$ cat config.mk
export PLATFORM = sky130hd
export DESIGN_NAME = stbuf_ring
export DESIGN_NICKNAME = d
export VERILOG_FILES = /design/src/rtl/stbuf_ring.sv
export SDC_FILE = /design/constraint.sdc
export NUM_CORES = 2
export LEC_CHECK = 0
export ABC_AREA = 1
export CAP_MARGIN = 20
export CORE_MARGIN = 8
export CORE_UTILIZATION = 25
export CTS_BUF_LIST = sky130_fd_sc_hd__clkbuf_2
export DETAILED_ROUTE_END_ITERATION = 6
export PLACE_DENSITY = 0.48
export SLEW_MARGIN = 10
export SYNTH_ARGS = -nofsm -noshare
export SYNTH_HDL_FRONTEND = slang
export SYNTH_SLANG_ARGS = --single-unit
export TNS_END_PERCENT = 30
$ cat constraint.sdc
create_clock -name clk -period 27.7 [get_ports clk]
set_input_delay 5.54 -clock clk [delete_from_list [all_inputs] [get_ports clk]]
set_output_delay 5.54 -clock clk [all_outputs]
set_load 0.02 [all_outputs]
$ cat src/rtl/stbuf_ring.sv
// Circular store buffer with youngest-match load forwarding and a dcache drain port.
// Define STBUF_COALESCE_EN to merge a store into the youngest entry when address and type match.
module stbuf_ring #(
  parameter int DEPTH = 8,
  parameter int AW    = 32,
  parameter int DW    = 32
) (
  input  logic                         clk,
  input  logic                         reset,
  input  logic                         st_valid,
  output logic                         st_ready,
  input  logic [AW-1:0]                st_addr,
  input  logic [DW-1:0]                st_data,
  input  logic                         st_byte,
  input  logic                         ld_valid,
  input  logic [AW-1:0]                ld_addr,
  input  logic                         ld_byte,
  output logic                         ld_hit,
  output logic [DW-1:0]                ld_data,
  output logic                         ld_stall,
  output logic                         dc_valid,
  input  logic                         dc_ready,
  output logic [AW-1:0]                dc_addr,
  output logic [DW-1:0]                dc_data,
  output logic                         dc_byte,
  output logic [$clog2(DEPTH+1)-1:0]   count,
  output logic                         empty,
  output logic                         full
);
  localparam int PW = $clog2(DEPTH);
  localparam int CW = $clog2(DEPTH+1);

  logic [AW-1:0]    r_addr [DEPTH];
  logic [DW-1:0]    r_data [DEPTH];
  logic             r_byte [DEPTH];
  logic [DEPTH-1:0] r_vld;
  logic [PW-1:0]    r_head, r_tail;
  logic [CW-1:0]    r_cnt;

  logic          w_empty, w_full, w_pop, w_push, w_coal, w_alloc;
  logic [PW-1:0] w_ytail;
  logic          w_fnd, w_fbyte;
  logic [DW-1:0] w_fdata;

  assign w_empty = (r_cnt == '0);
  assign w_full  = (r_cnt == CW'(DEPTH));
  assign w_ytail = r_tail - PW'(1);
  assign w_pop   = !w_empty && dc_ready;

`ifdef STBUF_COALESCE_EN
  // The youngest entry cannot absorb a store if it is leaving this cycle.
  assign w_coal = !w_empty && (r_addr[w_ytail] == st_addr) &&
                  (r_byte[w_ytail] == st_byte) && !(w_pop && (w_ytail == r_head));
`else
  assign w_coal = 1'b0;
`endif

  assign st_ready = !w_full || w_pop || w_coal;
  assign w_push   = st_valid && st_ready;
  assign w_alloc  = w_push && !w_coal;

  always_ff @(posedge clk) begin
    if (!reset) begin
      r_head <= '0;
      r_tail <= '0;
      r_cnt  <= '0;
      r_vld  <= '0;
    end else begin
      if (w_pop) begin
        r_vld[r_head] <= 1'b0;
        r_head        <= r_head + PW'(1);
      end
      // Full push+pop hits the same slot; the set below must win over the clear.
      if (w_alloc) begin
        r_vld[r_tail] <= 1'b1;
        r_tail        <= r_tail + PW'(1);
      end
      case ({w_alloc, w_pop})
        2'b10:   r_cnt <= r_cnt + CW'(1);
        2'b01:   r_cnt <= r_cnt - CW'(1);
        default: r_cnt <= r_cnt;
      endcase
    end
  end

  always_ff @(posedge clk) begin
    if (reset && w_alloc) begin
      r_addr[r_tail] <= st_addr;
      r_data[r_tail] <= st_data;
      r_byte[r_tail] <= st_byte;
    end else if (reset && w_push && w_coal) begin
      r_data[w_ytail] <= st_data;
    end
  end

  // Walk oldest to youngest so the last match seen is the youngest.
  always_comb begin
    logic [PW-1:0] idx;
    idx     = r_head;
    w_fnd   = 1'b0;
    w_fbyte = 1'b0;
    w_fdata = '0;
    for (int i = 0; i < DEPTH; i++) begin
      idx = r_head + PW'(i);
      if (r_vld[idx] && (r_addr[idx] == ld_addr)) begin
        w_fnd   = 1'b1;
        w_fbyte = r_byte[idx];
        w_fdata = r_data[idx];
      end
    end
  end

  assign ld_hit   = ld_valid && w_fnd && (w_fbyte == ld_byte);
  assign ld_stall = ld_valid && w_fnd && (w_fbyte != ld_byte);
  assign ld_data  = ld_hit ? w_fdata : '0;

  assign dc_valid = !w_empty;
  assign dc_addr  = dc_valid ? r_addr[r_head] : '0;
  assign dc_data  = dc_valid ? r_data[r_head] : '0;
  assign dc_byte  = dc_valid ? r_byte[r_head] : 1'b0;

  assign count = r_cnt;
  assign empty = w_empty;
  assign full  = w_full;
endmodule

Yosys cells after proc, flatten, opt, wreduce, memory -nomap -nowiden
Memories as Yosys holds them, arrays and structs flattened. A register that Yosys moved wholly into a read port is not among the register bits.
Cells that the tools add are included.
W data, S select, Z words.

word-level totals
  register bits after elaboration = 18
  memory bits (writable) = 520
  output and inout port bits = 107
  word-level logic and storage cells = 125
  memories = 3

memory list
  memory  depth  width  rd ports  clocked after memory_dff  wr ports  line  text
  r_addr  8      32     8         1                         1         33    logic [AW-1:0] r_addr [DEPTH];
  r_data  8      32     8         1                         1         34    logic [DW-1:0] r_data [DEPTH];
  r_byte  8      1      8         1                         1         35    logic r_byte [DEPTH];

cells by class
  $add $sub $neg = 10
  $lt $le $gt $ge = 11
  equality and inequality tests = 13
  multiplexer cells = 60
  bitwise gates (word level) = 3
  reductions and logical operators = 21

operator list
  operator               count
  $mux W32               11
  $eq A32 B32 Y1         8
  $lt A3 B4 Y1 const B   9
  $mux W1                29
  $bmux W1 S3            8
  $mux W8                3
  $mux W3                6
  $logic_and A1 B1 Y1    16
  $add A3 B3 Y3 const B  4
  $and A8 B8 Y8          1
  $not A8 Y8             1
  $or A8 B8 Y8           1
  $pmux W4 S2            1
  $add A3 B1 Y3 const B  2
  $add A3 B2 Y3 const B  2
  $demux W1 S3           2
  $ge A3 B1 Y1 const B   2
  $add A4 B1 Y4 const B  1
  $eq A4 B4 Y1 const B   1
  $logic_not A4 Y1       1
  $sub A4 B1 Y4 const B  1
  $eq A2 B1 Y1 const B   1
  $eq A2 B2 Y1 const B   1
  $logic_not A1 Y1       2
  4 further kinds        4

Logic depth before layout (Yosys ltp)
  depth after elaboration = 14
  mapped depth = 34
  mapped depth without buffers = 26

Worst setup path before layout
Ideal clock, no wire load.

  path type = input to output
  start = input port ld_addr[14]
  end = output port ld_data[22]
  arrival = 7639 ps
  setup slack = 14521 ps
  cell stages on the path = 22
  buffers on the path = 2
  path through = buf_1 > inv_1 > nand2_1 > nand2_1 > nor2_1 > nand2_1 > nor2_1 > nand3_1 > nor2_4 > inv_2 > nand2_1 > nand2_1 > nand2_1 > nand2_1 > nand2_1 > nand2_1 > nand2_1 > nand2_1 > nand2_1 > nand3_2 > buf_2 > nor2_1

on the way
  word-level cells in the longest chain between the ends = 13
  elaborated cells between the ends (all ways) = 44
  those cells by class = eq/ne: 9; mux: 25; reduce/logical: 10

RTL lines
  item                                                        line  text
  start: declaration                                          16    input logic [AW-1:0] ld_addr,
  $eq A32 B32 Y1                                              105   if (r_vld[idx] && (r_addr[idx] == ld_addr)) begin
  $logic_and A1 B1 Y1                                         105
  $mux W1 (8 in a row)                                        105
  $eq A1 B1 Y1 / $logic_and A1 B1 Y1 (equally long branches)  113   assign ld_hit = ld_valid && w_fnd && (w_fbyte == ld_byte);
  $logic_and A1 B1 Y1                                         113
  $mux W32 *                                                  115   assign ld_data = ld_hit ? w_fdata : '0;
  end: declaration                                            19    output logic [DW-1:0] ld_data,

Mark *: on every way between the ends. The rest lies on a longest branch, timed or not.

Final worst setup path
  start = input port ld_addr[7]
  end = output port ld_data[30]

The elaborated chain is that of the path after synthesis.

==> flow_metrics.py <==
metrics = {
    "status": {
        "status": "complete, no violations",
    },
    "cts": {
        "htree_levels": 4,
        "cts_resized": 0,
        "cts_root_buffer": "clkbuf_2",
        "cts_inserted_buffers": 162,
        "cts.sinks": 541,
        "postCtsSetupBuffers": 0,
        "clock_latency_ns": 1.62,
        "cts_max_path_buffers": 3,
        "tritoncts": "built",
        "path_clk_slew_ns": 0.06,
        "holdBufCountCts": 0,
    },
    "worst_setup_path": {
        "critPathTopFamily": "buffers and inverters",
        "start_kind": "primary input",
        "cp_common_cell": "nand2_1",
        "criticalPathCategory": "primary input to output pin",
        "slowest_stage": "clkdlybuf4s50_1",
        "crit_fanout": 35,
        "crit_path_cell_trace": "clkdlybuf4s50_1 -> inv_1 -> nand2_1 -> nand2_1 -> nor2_1 -> nand2_1 -> nor2_1 -> nand3_1 -> nor2_4 -> buf_4 -> inv_2 -> nand2_2 -> buf_4 -> o21ai_0 -> nand2_1 -> nand2_1 -> nand2_1 -> nand2_1 -> a21oi_1 -> nor2_1 -> clkdlybuf4s50_1",
        "cpPeakStageDelay_ns": 0.67,
        "cp_data_arrival_time_ns": 10.72,
        "path_buf_inv": 6,
        "cp-end-kind": "output pin",
        "cp.required_ns": 22.16,
    },
    "timing": {
        "setup_tns_ns": 0,
        "period_needed_ns": 16.26,
        "hold_viol": 0,
        "drv_slew": 0,
        "setup_violations": 0,
        "fin_skew_ns": 0.157,
        "rsz0062_at_grt": "no",
        "slew_headroom": 0.208,
        "fmax_mhz": 61.5,
        "tightest_slew_ns": 1.19,
        "whs_ns": 0.496,
        "post-route-period-util": 0.587,
    },
    "synthesis": {
        "ys_seq_area_frac": 0.358,
        "syn_nets": 7066,
        "synthArstFlopShare": 0,
        "netlist_area_mm2": 0.0448,
        "muxShareOfSynthArea": 0.000224,
        "synth-edff-count": 520,
        "yosysTopAreaCell": "edfxtp_1",
        "synth_top_family_by_area": "simple AND/OR/NAND/NOR gates",
        "synthTopCellsByArea": "edfxtp_1 (35%), nand2_1 (19%), o21ai_0 (11%)",
        "synth_adder_area_share": 0.00296,
        "synth_top_cell_area_share": 0.349,
        "synth_common_cells": "nand2_1 (2233), o21ai_0 (993), nand3_1 (963), edfxtp_1 (520), inv_1 (495)",
        "yosysMostFrequentCell": "nand2_1",
        "synth_seq_cells": 541,
        "synthCells": 6953,
        "yosys_warnings": 0,
        "synthXorXnorAreaFrac": 0.0129,
        "synth_compound_area_frac": 0.197,
        "ys.flop_type": "edfxtp_1",
        "synth_cell_types": 43,
        "yosys.area_share.simple": 0.334,
        "syn_area_per_cell_um2": 6.44,
    },
    "global_route": {
        "grt_pass1_vias": 44900,
        "grt_pass1_wl_um": 313000,
        "grt_remaining_overflow": 0,
        "antenna_found_initial": 34,
        "grt_usage": 0.218,
        "grt_max_degree": 246,
    },
    "detailed_routing": {
        "routed.top_layer": "met5",
        "vias": 48900,
        "viasPerCell": 5.22,
        "wl_per_cell_um": 23.4,
        "met3_length_um": 15200,
        "first_pass_iters": 6,
        "drc": 0,
        "wirelength_met1_um": 90600,
        "dr_wl_met2_um": 103000,
        "detail-route-antenna-nets": 0,
        "drt-initial-drc-count": 4820,
        "routed_wl_um": 219000,
    },
    "die": {
        "die-area_mm2": 0.193,
        "start_util": 0.251,
        "pin_count": 210,
        "core-area_mm2": 0.178,
        "dieWidth_um": 439,
        "fp-row-count": 155,
        "fp.dieH_um": 439,
    },
    "placement": {
        "port_buffers": 209,
        "gp_congestion": 1.03,
        "dp_hpwl_um": 147000,
        "place_area_mm2": 0.0483,
        "place_inst": 9071,
    },
    "layout": {
        "layout-drive-gt1-share": 0.0533,
        "stdcell_count": 9369,
        "area.growth.synth_to_final_pct": 11.3,
        "design_area_mm2": 0.0498,
        "finalNetCount": 6994,
    },
    "worst_hold_path": {
        "min-delay-path-class": "flip-flop to flip-flop",
    },
    "power": {
        "powerDensity_mw_per_mm2": 88.7,
        "finalPower_mw": 4.42,
        "vdd_ir_drop_max_mv": 0.0594,
        "p_leak_nw": 20.6,
    },
    "job": {
        "max_cap_viol_count": 0,
    },
}
==> metrics by stage <==
step | utilization | setup WS (ns)
6_report | 0.280 | 11.44
4_1_cts | 0.279 | 11.34
3_5_place_dp | 0.271 | 11.36
5_1_grt | 0.280 | 11.28
3_3_place_gp | 0.271 | 11.16
2_1_floorplan | - | 14.52
==> worst paths after layout <==
path	start	to	slack (ns)	cells past startpoint
worst max-delay path	ld_addr[7]	ld_data[30]	11.44	21
worst min-delay path	r_vld[0]	r_vld[0]	0.50	1
worst max register to register	r_head[2]	flip-flop	24.06	6
worst min register to register	r_vld[0]	r_vld[0]	0.50	1
==> power breakdown <==
part	switching, mW	internal [mW]	total [mW]
clock network	0.403	0.258	0.661
registers	0.0365	0.914	0.950
logic	2.08	0.730	2.81
==> flip-flops by register name, indices dropped and copies added (netlist names), named ones only <==
signal	cells
r_addr	256
r_tail	3
count	4
r_head	3
r_vld	8
r_byte	8
r_data	256
==> cells by family after synthesis <==
| group | Yosys count |
|---|---|
| compound gates | 1672 |
| simple gates | 3627 |
| mux | 1 |
| fa+ha+maj | 10 |
| buf+inv | 1037 |
| xor+xnor | 65 |
| flops | 541 |
==> per-layer routing <==
layer	vias up	GRT usage
met3	487	0.0388
li1	23400	-
met4	16	0.0945
met5	-	0
met1	22900	0.272
met2	2111	0.368
==> cell usage in the layout (no fill, tap or decap), types with 7 or more instances in the layout <==
cell             instances
buf_4                   76
clkdlybuf4s50_1        209
o21ai_1                 49
a31oi_1                 41
o22ai_1                 14
a211oi_1                44
nor2_1                 372
clkinv_1                46
diode_2                 17
clkbuf_2               221
a21oi_1                428
ha_1                     7
nor2_4                   9
nand4_1                 10
a31o_2                   8
dfxtp_1                 15
nor3_1                   9
o21a_1                  18
xor2_1                  64
edfxtp_1               520
nand2_1               2232
o211ai_1                71
o21ai_0                993
nor4_1                   8
nand3_1                963
inv_1                  494
==> final cells by class <==
| cell class | instances | area [um^2] |
|---|---|---|
| fillers | 19800 | 128000 |
| multi-input cells | 5375 | 24600 |
| repair buffers | 288 | 2720 |
| inverters | 513 | 1970 |
| flip-flops and latches | 541 | 16100 |
| clock inverters | 59 | 382 |
| diodes | 17 | 42.5 |
| well taps | 2355 | 2950 |
| clock buffers | 221 | 1110 |
(Power assumes the default switching activity.)
